$ cat src/rtl/load_store_unit.sv
// Load/store unit: single-outstanding initiator for a word-only data memory.
// Sub-word stores use read-modify-write; misaligned, out-of-range and
// illegal-funct3 requests are answered without touching memory.
module load_store_unit #(
    parameter int unsigned MEM_SIZE = 1024
) (
    input  logic        clk,
    input  logic        reset,
    input  logic        reqValid,
    output logic        reqReady,
    input  logic        reqWrite,
    input  logic [2:0]  reqFunct3,
    input  logic [31:0] reqAdr,
    input  logic [31:0] reqStoreData,
    output logic        rspValid,
    output logic [31:0] rspLoadData,
    output logic        rspMisaligned,
    output logic        rspFault,
    output logic [31:0] dataAdr,
    output logic [31:0] writeData,
    output logic        writeEnable,
    input  logic [31:0] readData
);

    typedef enum logic [1:0] {StIdle, StRead, StWrite, StResp} state_e;

    state_e      state_q, state_d;
    logic [31:0] adr_q, adr_d;
    logic [2:0]  funct3_q, funct3_d;
    logic        write_q, write_d;
    // Only the low half of store data is needed after accept; SW bypasses to merged_q.
    logic [15:0] store_lo_q, store_lo_d;
    logic [31:0] merged_q, merged_d;
    logic [31:0] rsp_data_q, rsp_data_d;
    logic        rsp_mis_q, rsp_mis_d;
    logic        rsp_fault_q, rsp_fault_d;

    logic        accept;
    logic        req_illegal, req_mis, req_fault;
    logic [7:0]  lane_byte;
    logic [15:0] lane_half;
    logic [31:0] load_fmt;
    logic [31:0] merge_word;

    // Request-field error checks, evaluated on the live request in IDLE.
    always_comb begin
        accept      = reqValid && (state_q == StIdle) && !reset;
        req_illegal = (reqFunct3 == 3'b011) || (reqFunct3 == 3'b110) ||
                      (reqFunct3 == 3'b111) || (reqWrite && reqFunct3[2]);
        req_mis     = ((reqFunct3[1:0] == 2'b01) && reqAdr[0]) ||
                      ((reqFunct3[1:0] == 2'b10) && (reqAdr[1:0] != 2'b00));
        req_fault   = ({2'b00, reqAdr[31:2]} >= MEM_SIZE) || req_illegal;
    end

    // Load formatting and sub-word merge from the word read in READ.
    always_comb begin
        lane_byte = 8'h00;
        unique case (adr_q[1:0])
            2'd0: lane_byte = readData[7:0];
            2'd1: lane_byte = readData[15:8];
            2'd2: lane_byte = readData[23:16];
            2'd3: lane_byte = readData[31:24];
        endcase
        lane_half = adr_q[1] ? readData[31:16] : readData[15:0];

        case (funct3_q[1:0])
            2'b00:   load_fmt = funct3_q[2] ? {24'h0, lane_byte}
                                            : {{24{lane_byte[7]}}, lane_byte};
            2'b01:   load_fmt = funct3_q[2] ? {16'h0, lane_half}
                                            : {{16{lane_half[15]}}, lane_half};
            default: load_fmt = readData;
        endcase

        merge_word = readData;
        if (funct3_q[1:0] == 2'b00) begin
            unique case (adr_q[1:0])
                2'd0: merge_word[7:0]   = store_lo_q[7:0];
                2'd1: merge_word[15:8]  = store_lo_q[7:0];
                2'd2: merge_word[23:16] = store_lo_q[7:0];
                2'd3: merge_word[31:24] = store_lo_q[7:0];
            endcase
        end else if (adr_q[1]) begin
            merge_word[31:16] = store_lo_q;
        end else begin
            merge_word[15:0] = store_lo_q;
        end
    end

    // Next-state and capture logic.
    always_comb begin
        state_d     = state_q;
        adr_d       = adr_q;
        funct3_d    = funct3_q;
        write_d     = write_q;
        store_lo_d  = store_lo_q;
        merged_d    = merged_q;
        rsp_data_d  = rsp_data_q;
        rsp_mis_d   = rsp_mis_q;
        rsp_fault_d = rsp_fault_q;
        case (state_q)
            StIdle: begin
                if (accept) begin
                    adr_d      = reqAdr;
                    funct3_d   = reqFunct3;
                    write_d    = reqWrite;
                    store_lo_d = reqStoreData[15:0];
                    if (req_mis || req_fault) begin
                        rsp_data_d  = 32'h0;
                        rsp_mis_d   = req_mis;
                        rsp_fault_d = req_fault;
                        state_d     = StResp;
                    end else if (reqWrite && (reqFunct3 == 3'b010)) begin
                        merged_d = reqStoreData;
                        state_d  = StWrite;
                    end else begin
                        state_d = StRead;
                    end
                end
            end
            StRead: begin
                if (write_q) begin
                    merged_d = merge_word;
                    state_d  = StWrite;
                end else begin
                    rsp_data_d  = load_fmt;
                    rsp_mis_d   = 1'b0;
                    rsp_fault_d = 1'b0;
                    state_d     = StResp;
                end
            end
            StWrite: begin
                rsp_data_d  = 32'h0;
                rsp_mis_d   = 1'b0;
                rsp_fault_d = 1'b0;
                state_d     = StResp;
            end
            default: state_d = StIdle;
        endcase
    end

    // State and capture registers with synchronous reset.
    always_ff @(posedge clk) begin
        if (reset) begin
            state_q     <= StIdle;
            adr_q       <= 32'h0;
            funct3_q    <= 3'h0;
            write_q     <= 1'b0;
            store_lo_q  <= 16'h0;
            merged_q    <= 32'h0;
            rsp_data_q  <= 32'h0;
            rsp_mis_q   <= 1'b0;
            rsp_fault_q <= 1'b0;
        end else begin
            state_q     <= state_d;
            adr_q       <= adr_d;
            funct3_q    <= funct3_d;
            write_q     <= write_d;
            store_lo_q  <= store_lo_d;
            merged_q    <= merged_d;
            rsp_data_q  <= rsp_data_d;
            rsp_mis_q   <= rsp_mis_d;
            rsp_fault_q <= rsp_fault_d;
        end
    end

    // Memory port and response outputs.
    always_comb begin
        reqReady      = (state_q == StIdle);
        rspValid      = (state_q == StResp);
        rspLoadData   = rsp_data_q;
        rspMisaligned = rsp_mis_q;
        rspFault      = rsp_fault_q;
        dataAdr       = ((state_q == StRead) || (state_q == StWrite)) ?
                        {adr_q[31:2], 2'b00} : 32'h0;
        writeData     = (state_q == StWrite) ? merged_q : 32'h0;
        writeEnable   = (state_q == StWrite) && !reset;
    end

endmodule
$ cat config.mk
export PLATFORM = sky130hd
export DESIGN_NAME = load_store_unit
export DESIGN_NICKNAME = d
export VERILOG_FILES = /design/src/rtl/load_store_unit.sv
export SDC_FILE = /design/constraint.sdc
export NUM_CORES = 1
export LEC_CHECK = 0
export ABC_AREA = 1
export CELL_PAD_IN_SITES_DETAIL_PLACEMENT = 1
export CELL_PAD_IN_SITES_GLOBAL_PLACEMENT = 1
export CORE_MARGIN = 2
export CORE_UTILIZATION = 33
export CTS_CLUSTER_SIZE = 24
export DETAILED_ROUTE_END_ITERATION = 7
export PLACE_DENSITY_LB_ADDON = 0.1
export SYNTH_ARGS = -nofsm -noshare
export SYNTH_HDL_FRONTEND = slang
export SYNTH_SLANG_ARGS = --single-unit
$ cat constraint.sdc
create_clock -name clk -period 2.3 [get_ports clk]
set_clock_uncertainty 0.15 [all_clocks]
set_input_delay 0.345 -clock clk [delete_from_list [all_inputs] [get_ports clk]]
set_output_delay 0.345 -clock clk [all_outputs]
set_load 0.05 [all_outputs]
==> qor.txt, run 1 <==
Worst-margin pin slew: 0.578 ns
Vias in the first global route: 8726
Final setup viols: 0
Commonest non-fill, non-tap cell in the layout: nand2_1
Initial antenna violation count: 0
I/O pins: 204
Distinct cells, synth: 31
Layout cells sized above 1: 0.114
Row count: 54
Commonest cells after routing, fill and taps aside: nand2_1 (261), nor2_1 (174), a21oi_1 (155)
Wire per inst: 16.9 µm
Root Buffer: clkbuf_16
Clk slew on worst S/H paths: 0.05 ns
Final slew viol count: 0
Crit start category: flop
Detailed Route WL: 28.7 mm
Synthesized area per cell: 5.97 µm²
Post-route cell area: 11100 µm²
PwrDens: 1050 nW/µm²
WS Path Type: reg2out
Largest net degree at the start of global routing: 89
Worst Path Arrival: 1.68 ns
Mapped Cells: 1222
Combinational share of power: 0.520
Synthesis warning total: 0
Max_slew headroom: 0.614
Vias per cell: 5.07
Max Cap Viol: 0
Antenna-violating nets left: 0
Status: complete, no violations
Worst EP required: 1.80 ns
Clock buffer depth: 2
Crit. End Element: output pin
Clock latency on the worst-skew pair: 0.42 ns
Total CTS buffers: 17
Post-DP Area: 10400 µm²
CTS tree: built
CTS H-tree lvls: 4
HP Class: reg2reg
# port buffers: 201
Net Sw Power: 5.05 mW
Internal Dissipation: 6.63 mW
RSZ-0062 raised after global routing: no
Clk sinks: 120
Via Count: 8605
Post-DP HPWL: 21.0 mm
Total Nets Final: 1512
Post-CTS Setup Bufs: 0
Clock share of power: 0.242
First-pass GRT wire length: 45.8 mm
Initial Utilization: 0.335
Final design utilization: 0.509
Core ar.: 21800 µm²
Syn Std Cell Area: 7290 µm²
Layout overhead on the synthesized area: 51.9%
Crit Path Max Fanout: 16
Sequential fraction of design power: 0.238
Seq/Total Area, Yosys: 0.330
Die area: 23300 µm²
DRT Pass-1 Iters: 4
Total GRT Usage: 0.242
Post-route insts no fill: 1697
Die Y: 153 µm
Chip Width: 153 µm
Hold Slack: 0.314 ns
Grt total ovfl: 0
DRC viols: 0
Switching share of power: 0.432
Routability cong.: 0.876
Leak Pwr: 4.92 nW
CTS Hold Bufs: 0
# diodes: 0
Cells after DPL: 1665
Maximum clock rate: 460 MHz
Final Hold Viols: 0
Iteration-0 DRC Markers: 481
Maximum VDD drop: 0.595 mV
Yosys reg bits: 120
Final period util: 0.945
Tmin final: 2.17 ns
worst max-delay path: stages, from the launching register on:
cell	delay (ns)
dfxtp_2	0.37
inv_1	0.09
ha_4	0.31
clkbuf_16	0.18
nand2_1	0.06
inv_1	0.09
buf_12	0.14
cells by family after synthesis:
| family | after synthesis | synth area share |
|---|---|---|
| simple gates | 527 | 0.292 |
| compound gates | 329 | 0.240 |
| buf+inv | 241 | 0.131 |
| flops | 120 | 0.330 |
| fa+ha+maj | 4 | 0.00687 |
| other cells | 1 | 0.000514 |
what timing repair did:
item                       4_1_cts  5_1_grt
pin swaps                        0        0
setup endpoints to repair        2       30
resized for setup                1        2
cloned                           0        1
flip-flops by register name, indices dropped and copies added, names as in the netlist:
signal and cells:
rspLoadData 32, store_lo_q 16, state_q 2, rspMisaligned 1, funct3_q 3, merged_q 32
rspFault 1, write_q 1, adr_q 32
synthesized netlist by cell type:
cell type | instances | area [µm²]
nand2_1 | 261 | 980
nor2_1 | 174 | 653
a21oi_1 | 155 | 776
inv_1 | 149 | 559
o21ai_0 | 127 | 636
dfxtp_1 | 120 | 2400
nand3_1 | 76 | 380
clkbuf_1 | 57 | 214
buf_2 | 17 | 85.1
a31oi_1 | 11 | 68.8
a21boi_0 | 8 | 60.1
a21boi_1 | 8 | 60.1
buf_1 | 8 | 30.0
nand4_1 | 8 | 50.1
o22ai_1 | 7 | 43.8
o211ai_1 | 6 | 45.0
buf_4 | 5 | 37.5
ha_1 | 4 | 50.1
inv_2 | 4 | 15.0
nand3_2 | 3 | 30.0
or2_2 | 3 | 18.8
a211oi_1 | 2 | 15.0
a211oi_4 | 1 | 20.0
a21o_1 | 1 | 7.51
a21oi_2 | 1 | 8.76
buf_6 | 1 | 11.3
conb_1 | 1 | 3.75
nor2_4 | 1 | 11.3
nor3_1 | 1 | 5.00
o21ai_1 | 1 | 5.00
o21bai_1 | 1 | 7.51
per-stage QoR:
step / worst slack, ns / TNS [ns] / total power, mW
after global routing: 0.0592 / 0 / 12.4
after CTS: 0.0145 / 0 / 11.6
after detailed placement: -0.182 / -6.71 / 8.75
final: 0.127 / 0 / 11.7
after floorplan: 0.204 / 0 / 6.34
after global placement: -0.0564 / -1.42 / 8.67
cell type report:
class	count	area, µm²
well taps	280	350
fillers	2803	10700
inverters	153	574
multi-input cells	862	3960
clock inverters	7	115
repair buffers	251	3170
flip-flops and latches	120	2400
clock buffers	24	502
worst paths after layout:
path                            startpoint           end  slack, ns  cells after the start
worst max-delay path            state_q[1]   dataAdr[16]       0.13                      6
worst min-delay path              adr_q[3]      adr_q[3]       0.31                      2
worst max register to register    adr_q[0]  merged_q[30]       0.26                      9
worst min register to register    adr_q[3]      adr_q[3]       0.31                      2
metal layers:
layer  wire (µm)  track usage
met5           0            0
met4         782       0.0838
met3        1770       0.0609
met2       13800        0.412
met1       12400        0.296
power groups by stage:
stage | combinational [mW] | clock [mW] | sequential, mW
floorplan | 3.25 | 0 | 3.10
global placement | 5.87 | 0 | 2.80
detailed placement | 5.94 | 0 | 2.81
CTS | 5.99 | 2.87 | 2.78
global route | 6.60 | 2.98 | 2.84
finish | 6.08 | 2.83 | 2.78
No activity file was read; power rests on OpenSTA's default activity.
==> run 2, diff against run 1 <==
Settings changed: RECOVER_POWER set to 100, SLEW_MARGIN set to 30.
==> run 2 against run 1 <==
Against the previous run: via count rose by 0.38%; sequential cell count did not move; wire length barely moved; worst hold slack barely moved; register-to-register slack got worse by 0.02 ns; cell count did not move; highest routed layer unchanged.
==> qor.txt, run 2 (same netlist as run 1, synthesis figures left out) <==
Status: complete, no violations
Die Y: 153 µm
# diodes: 0
Final slew viol count: 0
Setup ws final: 0.101 ns
Delay-heaviest family, CP: buffers and inverters
Clock share of power: 0.253
CP peak stage delay: 0.37 ns
Grt total ovfl: 0
Final period util: 0.956
Crit Path Max Fanout: 16
Crit. Startpoint: state_q[1]
Maximum VDD drop: 0.593 mV
Wire per inst: 16.9 µm
Layout overhead on the synthesized area: 42.1%
Worst-margin pin slew: 0.616 ns
Clock buffer depth: 2
Chip Width: 153 µm
Clk sinks: 120
Row count: 54
Crit path max-delay cell type: dfxtp_2
# port buffers: 201
Total GRT Usage: 0.242
Total Nets Final: 1512
CP most frequent cell: inv_1
Worst r2r dst: rspLoadData[4]
Commonest cells after routing, fill and taps aside: nand2_1 (261), nor2_1 (174), a21oi_1 (156)
Worst Path Arrival: 1.70 ns
Largest net degree at the start of global routing: 89
Crit start category: flop
CTS H-tree lvls: 4
Sequential fraction of design power: 0.249
Maximum clock rate: 455 MHz
Tmin final: 2.20 ns
WS Path Type: reg2out
Net Sw Power: 4.95 mW
Buf/Inv on CP: 4
Post-route cell area: 10400 µm²
R2R setup slack: 0.24 ns
Antenna-violating nets left: 0
Crit. End Element: output pin
Clk slew on worst S/H paths: 0.05 ns
Worst R2R Start: state_q[0]
Worst EP required: 1.80 ns
Total CTS buffers: 17
Die area: 23300 µm²
Core ar.: 21800 µm²
R2R cell count: 11
Final design utilization: 0.476
Iteration-0 DRC Markers: 512
Final Hold Viols: 0
Commonest non-fill, non-tap cell in the layout: nand2_1
First-pass GRT wire length: 45.8 mm
Post-DP Area: 10400 µm²
Leak Pwr: 4.83 nW
Max Cap Viol: 0
DRT Pass-1 Iters: 5
Clock latency on the worst-skew pair: 0.42 ns
CTS tree: built
Crit path capture: dataAdr[16]
Layout cells sized above 1: 0.108
DRC viols: 0
Via Count: 8638
Vias per cell: 5.09
Combinational share of power: 0.498
Initial Utilization: 0.335
Internal Dissipation: 6.18 mW
Max_slew headroom: 0.591
Routability cong.: 0.876
Critical path depth: 6
Vias in the first global route: 8726
I/O pins: 204
RSZ-0062 raised after global routing: no
HP Class: reg2reg
Root Buffer: clkbuf_16
Crit path cell chain: inv_1 > ha_4 > buf_6 > nand2_1 > inv_1 > buf_4
Initial antenna violation count: 0
Final setup viols: 0
Detailed Route WL: 28.7 mm
Switching share of power: 0.445
Post-CTS Setup Bufs: 0
CTS Hold Bufs: 0
PwrDens: 1080 nW/µm²
Pre-CTS setup slack: -0.182 ns
Post-DP HPWL: 21.0 mm
run 2: power by group through the flow:
stage / sequential [mW] / clock (mW) / combinational (mW)
global placement: 2.80 / 0 / 5.87
global route: 2.83 / 2.98 / 6.05
CTS: 2.78 / 2.87 / 5.99
floorplan: 3.10 / 0 / 3.25
finish: 2.78 / 2.82 / 5.54
detailed placement: 2.81 / 0 / 5.94
run 2: how the worst min path moves through the flow:
stage / from / end / depth (start not counted)
floorplan: store_lo_q[10] / store_lo_q[10] / 2
global placement: adr_q[3] / adr_q[3] / 2
detailed placement: adr_q[31] / adr_q[31] / 2
CTS: rspLoadData[2] / rspLoadData[2] / 2
global route: adr_q[3] / adr_q[3] / 2
finish: adr_q[3] / adr_q[3] / 2
run 2: worst reg2reg max path, delay by kind of cell (launching register included):
family                     cells  cell delay (ns)
AOI/OAI and AO/OA              2             0.33
adders and majority gates      1             0.21
buffers and inverters          3             0.47
DFF                            1             0.34
and+or+nand+nor                5             0.52
run 2: cell type report:
cell class / instances / area (µm²)
inverters: 153 / 574
repair buffers: 251 / 2470
multi-input cells: 862 / 3950
well taps: 280 / 350
clock buffers: 24 / 502
flip-flops and latches: 120 / 2400
fillers: 2876 / 11400
clock inverters: 7 / 115
run 2: what timing repair did:
item	4_1_cts	5_1_grt
resized for setup	1	2
endpoints found under the setup margin	2	30
cloned	0	1
run 2: layer usage:
| metal | up-vias | wire length (µm) | track usage |
|---|---|---|---|
| met2 | 237 | 13800 | 0.412 |
| met4 | 0 | 769 | 0.0838 |
| met5 | - | 0 | 0 |
| met3 | 42 | 1700 | 0.0609 |
| li1 | 4278 | - | - |
| met1 | 4081 | 12500 | 0.296 |
run 2: metrics by stage:
stage,TNS [ns],std cells,power [mW],hold slack (ns)
floorplan,0,1223,6.34,0.291
global placement,-1.42,1665,8.67,0.301
detailed placement,-6.71,1665,8.75,0.307
CTS,0,1696,11.6,0.316
global route,0,1697,11.9,0.329
finish,0,1697,11.1,0.314
==> run 3, diff against run 2 <==
Clock period 2.3 ns to 2.2 ns, I/O delays scaled along.
==> run 3 against run 2 <==
Against the previous run: cell count up 0.47%; sequential share of layout area down 1.6 points; combinational power up 19%; largest cell class unchanged.
==> qor.txt, run 3 (same netlist as run 1, synthesis figures left out) <==
Total CTS buffers: 17
Clk slew on worst S/H paths: 0.06 ns
DRT Pass-1 Iters: 5
DRC viols: 0
Layout overhead on the synthesized area: 52.7%
Total Nets Final: 1519
HP Class: reg2reg
Final design utilization: 0.512
CTS Hold Bufs: 0
Worst R2R Start: state_q[1]
Via Count: 8653
Delay-heaviest family, CP: buffers and inverters
Antenna-violating nets left: 0
Cells after DPL: 1668
Worst-margin pin slew: 0.618 ns
Post-route insts no fill: 1705
Worst Min Path Start: adr_q[21]
Maximum VDD drop: 0.639 mV
Status: complete, no violations
Wire per inst: 17.0 µm
Sequential Area: 2410 µm²
Initial Utilization: 0.335
Combinational share of power: 0.539
Commonest cells after routing, fill and taps aside: nand2_1 (260), nor2_1 (174), a21oi_1 (155)
Switching share of power: 0.437
Leak Pwr: 4.94 nW
Post-DP HPWL: 20.9 mm
Clock share of power: 0.223
Sequential fraction of design power: 0.237
CTS tree: built
Crit Path Max Fanout: 8
Clk sinks: 120
WS Path Type: reg2out
Initial antenna violation count: 0
Worst EP required: 1.72 ns
Total GRT Usage: 0.242
WHS Endpoint: adr_q[21]
Layout cells sized above 1: 0.120
CP most frequent cell: inv_1
First-pass GRT wire length: 45.8 mm
Worst Path Arrival: 1.67 ns
Die area: 23300 µm²
R2R cell count: 10
Buf/Inv on CP: 4
Total power: 12.2 mW
PwrDens: 1100 nW/µm²
Area of the multi-input gates: 3970 µm²
Final setup viols: 0
Grt total ovfl: 0
Final slew viol count: 0
Fill cell count: 2800
Vias in the first global route: 8715
Clock buffer depth: 2
Final Hold Viols: 0
Tmin final: 2.15 ns
Row count: 54
Crit. Startpoint: state_q[0]
Crit path cell chain: inv_1 > ha_4 > clkbuf_16 > nand2_1 > inv_1 > buf_12
Clock latency on the worst-skew pair: 0.42 ns
CTS H-tree lvls: 4
Crit path max-delay cell type: ha_4
Chip Width: 153 µm
Iteration-0 DRC Markers: 492
Maximum clock rate: 464 MHz
Max_slew headroom: 0.588
Crit start category: flop
I/O pins: 204
Internal Dissipation: 6.90 mW
Detailed Route WL: 29.0 mm
Die Y: 153 µm
Final period util: 0.979
Crit. End Element: output pin
Commonest non-fill, non-tap cell in the layout: nand2_1
Max Cap Viol: 0
Root Buffer: clkbuf_16
Core ar.: 21800 µm²
R2R setup slack: 0.20 ns
Worst hold stages: 2
Vias per cell: 5.08
CP peak stage delay: 0.36 ns
Routability cong.: 0.865
Critical path depth: 6
Largest net degree at the start of global routing: 91
Worst r2r dst: merged_q[6]
Net Sw Power: 5.35 mW
# port buffers: 201
# diodes: 0
run 3: cell types whose count changed in the layout (fill, tap and decap cells not counted), sizes merged:
cell,before,now
buf,69,120
clkbuf,70,26
clkdlybuf4s50,102,136
dlygate4sd3,34,0
clkinv,2,5
bufinv,3,2
inv,153,152
run 3: worst max path at each step:
stage | endpoint | slack (ns)
2_1_floorplan | merged_q[0] | 0.10
3_3_place_gp | merged_q[20] | -0.17
3_5_place_dp | merged_q[6] | -0.24
4_1_cts | dataAdr[2] | 0.007
5_1_grt | dataAdr[11] | -0.01
6_report | dataAdr[7] | 0.05
run 3: final cells by class:
cell class / count / share of cell area
multi-input combinational: 862 / 0.356
timing repair buffer: 258 / 0.293
sequential: 120 / 0.216
inverter: 153 / 0.0519
clock buffer: 24 / 0.0424
tap: 280 / 0.0315
clock inverter: 8 / 0.00865
run 3: power by group through the flow:
stage | logic, mW | clock network (mW) | registers, mW
4_1_cts | 6.42 | 2.78 | 2.90
5_1_grt | 7.17 | 2.87 | 2.96
2_1_floorplan | 3.40 | 0 | 3.24
3_3_place_gp | 6.16 | 0 | 2.93
3_5_place_dp | 6.23 | 0 | 2.94
6_report | 6.60 | 2.73 | 2.90
run 3: per-layer routing:
layer	GRT usage	routed length (µm)	vias up
met1	0.306	12200	4030
li1	-	-	4291
met2	0.402	13700	275
met3	0.0586	2130	57
met4	0.0913	877	0
met5	0	0	-
run 3: metrics by stage:
step                hold WS [ns]  setup WS, ns  area [µm²]  TNS, ns
floorplan                  0.291         0.104        7300        0
global route               0.330       -0.0111       11100  -0.0625
finish                     0.315        0.0454       11100        0
detailed placement         0.307        -0.238       10500   -10.53
CTS                        0.317       0.00703       11100        0
global placement           0.300        -0.169       10500    -8.88
run 3: worst min-delay path: stages (launching register included):
cell,delay (ns)
dfxtp_1,0.31
nand2_1,0.06
a21oi_1,0.05
run 3: what timing repair did:
item	4_1_cts	5_1_grt
setup buffers	0	2
pin swaps	0	1
resized for setup	4	6
setup endpoints to repair	30	53
gates cloned	1	2
